<file path="src/rtl/menu_nav_ctrl.sv">
// Three-level menu controller (TOP -> EDIT -> RUN) driven by debounced key pulses,
// with held-key auto-repeat for field editing and an apply strobe on entry to RUN.
module menu_nav_ctrl #(
  parameter int N_PAGES  = 3,
  parameter int N_FIELDS = 4,
  parameter int FIELD_W  = 2,
  parameter int RPT_DLY  = 25000000,
  parameter int RPT_PER  = 5000000,
  localparam int PW = $clog2(N_PAGES),
  localparam int FW = $clog2(N_FIELDS + 1),
  localparam int VW = N_FIELDS * FIELD_W
) (
  input  logic          clk_50M,
  input  logic          rst_n,
  input  logic          left,
  input  logic          right,
  input  logic          up,
  input  logic          down,
  input  logic          confirm,
  input  logic          quit,
  input  logic          hold_left,
  input  logic          hold_right,
  output logic [1:0]    state,
  output logic [PW-1:0] page_sel,
  output logic [FW-1:0] field_sel,
  output logic [VW-1:0] field_val,
  output logic [VW-1:0] param_out,
  output logic          run,
  output logic          apply_pulse
);

  localparam int CW = $clog2(RPT_DLY + 1);
  localparam logic [PW-1:0] PG_MAX      = PW'(N_PAGES - 1);
  localparam logic [FW-1:0] APPLY_ROW   = FW'(N_FIELDS);
  localparam logic [CW-1:0] RPT_FIRE_AT = CW'(RPT_DLY - 1);
  localparam logic [CW-1:0] RPT_RELOAD  = CW'(RPT_DLY - RPT_PER);

  typedef enum logic [1:0] {
    S_TOP  = 2'd0,
    S_EDIT = 2'd1,
    S_RUN  = 2'd2,
    S_BAD  = 2'd3
  } state_t;

  state_t          state_reg;
  logic [PW-1:0]   last_page_reg;
  logic [CW-1:0]   rpt_cnt_reg;
  logic [VW-1:0]   field_val_next;

  logic lr_ok, ud_ok, rpt_active, hold_one, rpt_fire, step_left, step_right;

  assign state = state_reg;

  assign lr_ok      = left ^ right;
  assign ud_ok      = up ^ down;
  assign hold_one   = hold_left ^ hold_right;
  assign rpt_active = (state_reg == S_EDIT) && (field_sel < APPLY_ROW);
  assign rpt_fire   = rpt_active && hold_one && (rpt_cnt_reg == RPT_FIRE_AT);

  // A real key pulse wins over a coincident repeat step, so at most one step per cycle.
  assign step_left  = lr_ok ? left  : (rpt_fire & hold_left);
  assign step_right = lr_ok ? right : (rpt_fire & hold_right);

  genvar gi;
  generate
    for (gi = 0; gi < N_FIELDS; gi++) begin : g_field
      logic [FIELD_W-1:0] cur;
      logic               sel;
      assign cur = field_val[gi*FIELD_W +: FIELD_W];
      assign sel = (field_sel == FW'(gi));
      assign field_val_next[gi*FIELD_W +: FIELD_W] =
        !sel       ? cur :
        step_right ? cur + FIELD_W'(1) :
        step_left  ? cur - FIELD_W'(1) : cur;
    end
  endgenerate

  always_ff @(posedge clk_50M) begin
    if (!rst_n) begin
      state_reg     <= S_TOP;
      page_sel      <= '0;
      field_sel     <= '0;
      field_val     <= '0;
      param_out     <= '0;
      run           <= 1'b0;
      apply_pulse   <= 1'b0;
      rpt_cnt_reg   <= '0;
      last_page_reg <= '0;
    end else begin
      apply_pulse <= 1'b0;
      case (state_reg)
        S_TOP: begin
          rpt_cnt_reg <= '0;
          if (quit) begin
            // quit has nothing to leave from TOP, but still masks the other keys
          end else if (confirm) begin
            state_reg     <= S_EDIT;
            field_sel     <= '0;
            last_page_reg <= page_sel;
            if (page_sel != last_page_reg)
              field_val <= '0;
          end else if (lr_ok && left) begin
            page_sel <= (page_sel == '0) ? PG_MAX : page_sel - PW'(1);
          end else if (lr_ok && right) begin
            page_sel <= (page_sel == PG_MAX) ? '0 : page_sel + PW'(1);
          end
        end

        S_EDIT: begin
          if (quit) begin
            state_reg   <= S_TOP;
            field_sel   <= '0;
            rpt_cnt_reg <= '0;
          end else if (confirm && field_sel == APPLY_ROW) begin
            state_reg   <= S_RUN;
            param_out   <= field_val;
            run         <= 1'b1;
            apply_pulse <= 1'b1;
            rpt_cnt_reg <= '0;
          end else if (ud_ok) begin
            if (up)
              field_sel <= (field_sel == '0) ? APPLY_ROW : field_sel - FW'(1);
            else
              field_sel <= (field_sel == APPLY_ROW) ? '0 : field_sel + FW'(1);
            rpt_cnt_reg <= '0;
          end else begin
            field_val <= field_val_next;
            // After the first step, reload so later steps come every RPT_PER cycles.
            if (rpt_active && hold_one)
              rpt_cnt_reg <= rpt_fire ? RPT_RELOAD : rpt_cnt_reg + CW'(1);
            else
              rpt_cnt_reg <= '0;
          end
        end

        S_RUN: begin
          rpt_cnt_reg <= '0;
          if (quit) begin
            state_reg <= S_EDIT;
            run       <= 1'b0;
            field_sel <= APPLY_ROW;
          end
        end

        default: begin
          state_reg   <= S_TOP;
          page_sel    <= '0;
          field_sel   <= '0;
          run         <= 1'b0;
          rpt_cnt_reg <= '0;
        end
      endcase
    end
  end

endmodule

</file>
<file path="config.mk">
export PLATFORM = sky130hd
export DESIGN_NAME = menu_nav_ctrl
export DESIGN_NICKNAME = d
export VERILOG_FILES = /design/src/rtl/menu_nav_ctrl.sv
export SDC_FILE = /design/constraint.sdc
export NUM_CORES = 1
export LEC_CHECK = 0
export CAP_MARGIN = 20
export CELL_PAD_IN_SITES_DETAIL_PLACEMENT = 0
export CELL_PAD_IN_SITES_GLOBAL_PLACEMENT = 1
export CORE_UTILIZATION = 37
export CTS_BUF_LIST = sky130_fd_sc_hd__clkbuf_8 sky130_fd_sc_hd__clkbuf_16
export DETAILED_ROUTE_END_ITERATION = 7
export PLACE_DENSITY_LB_ADDON = 0.1
export SYNTH_ARGS = -nofsm -noshare
export SYNTH_HDL_FRONTEND = slang
export SYNTH_SLANG_ARGS = --single-unit
</file>
<file path="constraint.sdc">
create_clock -name clk_50M -period 2.3 [get_ports clk_50M]
set_clock_uncertainty 0.1 [all_clocks]
set_input_delay 0.46 -clock clk_50M [delete_from_list [all_inputs] [get_ports clk_50M]]
set_output_delay 0.46 -clock clk_50M [all_outputs]
set_load 0.005 [all_outputs]
</file>
==> metrics.md, run 1 <==
| Metric | Value |
|---|---|
| Crit Reg-Reg Startpoint | `rpt_cnt_reg[23]` |
| Slowest cell on the critical path | `or3_4` |
| Detail Route met2 WL | `3.10 mm` |
| Antenna Cells | `0` |
| Tightest Pin Transition | `0.455 ns` |
| Post-synth ARST share | `0` |
| Worst Hold Depth | `2` |
| Clk_lat worst skew | `a little over 0.3 ns` |
| Status | `completed` |
| DRC | `0` |
| R2R Path End | `field_val[5]` |
| Cells after synthesis | `350` |
| Mapped Nets | `376` |
| Leakage dissipation | `around 1.5 nW` |
| Worst VDD drop | `0.302 mV` |
| Critical path capture point type | `register` |
| Floorplan core area | `between 0.007 and 0.008 mm²` |
| Hold Path End | `param_out[1]` |
| 1st-pass router iterations | `6` |
| Starting density of the core | `0.389` |
| Final ANT Viol Nets | `0` |
| Fill cell count | `702` |
| CTS tree | `done` |
| # Max-Cap Violations | `0` |
| Post-layout util | `0.543` |
| Cell Area, Placed | `0.00380 mm²` |
| M1 WL | `3.89 mm` |
| # port buffers | `34` |
| CP Cell Sequence | `nand4bb_1 -> or3_4 -> nor4_4 -> buf_4 -> o211ai_2 -> buf_4 -> a22o_1 -> a21o_1` |
| Commonest non-fill, non-tap cell in the layout | `buf_4` |
| Hold wc startpoint | `param_out[1]` |
| CP max stage delay | `0.42 ns` |
| Total number of vias | `2736` |
| Hold Path Class | `register to register` |
| Data required time of the critical path | `2.41 ns` |
| Worst r2r path cells | `8` |
| R2r setup slk | `0.004 ns` |
| Post-Syn Area | `0.00287 mm²` |
| Pin count of the biggest net entering global routing | `27` |
| H-tree level count | `2` |
| GRT Overall Usage | `0.187` |
| Met3 wire length | `227 µm` |
| Max Freq | `0.436 GHz` |
| Share of cells above drive strength 1 | `0.227` |
| Crit share post-route | `0.998` |
| Most frequent cells in the layout | `buf_4 (68), nand2_1 (48), nor2_1 (48), dfxtp_1 (48), clkdlybuf4s50_1 (30)` |
| Initial drt markers | `between 100 and 150` |
| Vias in the first global route | `2565` |
| Area grow syn2layout | `39.7%` |
| Avg Cell Area, Syn | `8.19 µm²` |
| Cell variety after synth | `between 50 and 60` |
| Cell mode on critical path | `buf_4` |
| HPWL Detailed | `5.46 mm` |
| Die Wd | `90 µm` |
| Design Area, Final | `0.00400 mm²` |
| Relative slew margins | `0.695` |
| Largest register FFs | `25` |
| Hold-fix buffer count after cts | `0` |
| Nets | `479` |
| Register area | `0.00105 mm²` |
| Crit start category | `register` |
| Worst Setup Path Type | `register to register` |
| Final hold vios | `0` |
| GP Congestion | `around 0.8` |
| FP Rows | `31` |
| CTS buffer count | `5` |
| RSZ-0062 raised after global routing | `true` |
| Critical Path AT | `approximately 2.4 ns` |
| WL final | `7.27 mm` |
| Warnings, synthesis | `0` |
| Root buffer cell | `clkbuf_8` |
| Post-synth EDFFs | `0` |
| Register area share after synthesis | `0.363` |
| Die height | `approximately 90 µm` |
| Antenna violations before repair | `0` |
| Final setup vio count | `0` |
| Clock Sink Count | `52` |
| Longest Clk Path Bufs | `2` |
| Ports | `35` |
| Max Slew Vio Count | `0` |
| Avg Vias per Cell | `4.95` |
| Gr ovfl total | `0` |
| Yosys reg bits | `52` |
| Highest routed metal layer | `met4` |
| Power density over the cells | `460 mW/mm²` |
| Multi-input gate area | `0.00182 mm²` |
| Main synth FF type | `dfxtp_1` |
| First-pass GRT wire length | `12.4 mm` |
| CP max FO | `4` |
| Clk pin slew, worst setup/hold paths | `~0.1 ns` |
| Final min period | `2.30 ns` |
| Full die area | `0.00810 mm²` |
| WL/cell | `13.1 µm` |
cell usage after synthesis, types with 5 or more instances:
library cell	number	area share
xnor2_1	14	0.043
inv_1	13	0.017
nand2b_1	6	0.013
nand4_1	7	0.015
nor2_1	49	0.064
nand2_1	48	0.063
ha_1	16	0.070
nor3_1	10	0.017
o21ai_0	6	0.010
or3_1	5	0.011
xor2_1	12	0.037
dfxtp_1	52	0.36
a21oi_1	24	0.042
nand3_1	14	0.024
through the flow:
| step | worst slack [ns] | hold slack [ns] | power, mW | setup TNS, ns | instances |
|---|---|---|---|---|---|
| floorplan | 0.0286 | 0.318 | 1.12 | 0 | 350 |
| global placement | -0.495 | 0.342 | 1.28 | -7.00 | 542 |
| detailed placement | -0.530 | 0.345 | 1.28 | -7.19 | 542 |
| CTS | -0.000859 | 0.359 | 1.85 | -0.000859 | 550 |
| global route | -0.0877 | 0.385 | 1.95 | -0.336 | 553 |
| finish | 0.00408 | 0.356 | 1.84 | 0 | 553 |
per-layer routing:
metal	up-vias	global-route usage
li1	1432	-
met1	1249	0.271
met2	51	0.288
met3	4	0.0279
met4	0	0.0511
met5	-	0
where the power goes:
group / total, mW / switching [mW] / internal (mW)
clock network: 0.555 / 0.314 / 0.241
registers: 0.924 / 0.0136 / 0.910
logic: 0.362 / 0.191 / 0.171
total: 1.84 / 0.518 / 1.32
cells by family after synthesis:
kind of cell    after synthesis  share of synthesized area
compound gates               52                      0.114
buf+inv                      22                     0.0323
simple gates                174                      0.311
flops                        52                      0.363
fa+ha+maj                    16                     0.0699
mux                           8                     0.0297
xor+xnor                     26                     0.0795
layout make-up:
| class | instances | share of cell area |
|---|---|---|
| clock buffers | 6 | 0.0206 |
| clock inverters | 2 | 0.00281 |
| inverters | 14 | 0.0141 |
| multi-input cells | 277 | 0.456 |
| flip-flops and latches | 52 | 0.261 |
| well taps | 99 | 0.0310 |
| repair buffers | 103 | 0.214 |
critical path: cells and delay by family (launching register included):
family | cells | cell delay, ns
DFF | 1 | 0.34
and+or+nand+nor | 3 | 0.85
buffers and inverters | 2 | 0.37
AOI/OAI and AO/OA | 3 | 0.53
worst max path at each step:
stage | start | to | slack (ns) | cells after the start
after detailed placement | right | field_val[7] | -0.53 | 8
after global routing | rpt_cnt_reg[15] | field_val[5] | -0.09 | 8
after CTS | rpt_cnt_reg[7] | field_val[0] | -0.0009 | 6
after global placement | right | field_val[7] | -0.49 | 8
final | rpt_cnt_reg[23] | field_val[5] | 0.004 | 8
after floorplan | right | field_val[5] | 0.03 | 8
repair_timing:
action,in CTS,in global routing
setup endpoints to repair,6,7
resized for setup,17,10
pin swaps,5,7
setup buffers,0,2
cloned,0,1
No activity file was read; power rests on OpenSTA's default activity.
==> run 2: changes to the inputs <==
--- a/config.mk
+++ b/config.mk
@@ -12,6 +12,7 @@
 export CTS_BUF_LIST = sky130_fd_sc_hd__clkbuf_8 sky130_fd_sc_hd__clkbuf_16
 export DETAILED_ROUTE_END_ITERATION = 7
 export PLACE_DENSITY_LB_ADDON = 0.1
+export SLEW_MARGIN = 15
 export SYNTH_ARGS = -nofsm -noshare
 export SYNTH_HDL_FRONTEND = slang
 export SYNTH_SLANG_ARGS = --single-unit
==> results of run 2 <==
Final layout, timing and power as in run 1 (identical DEF).
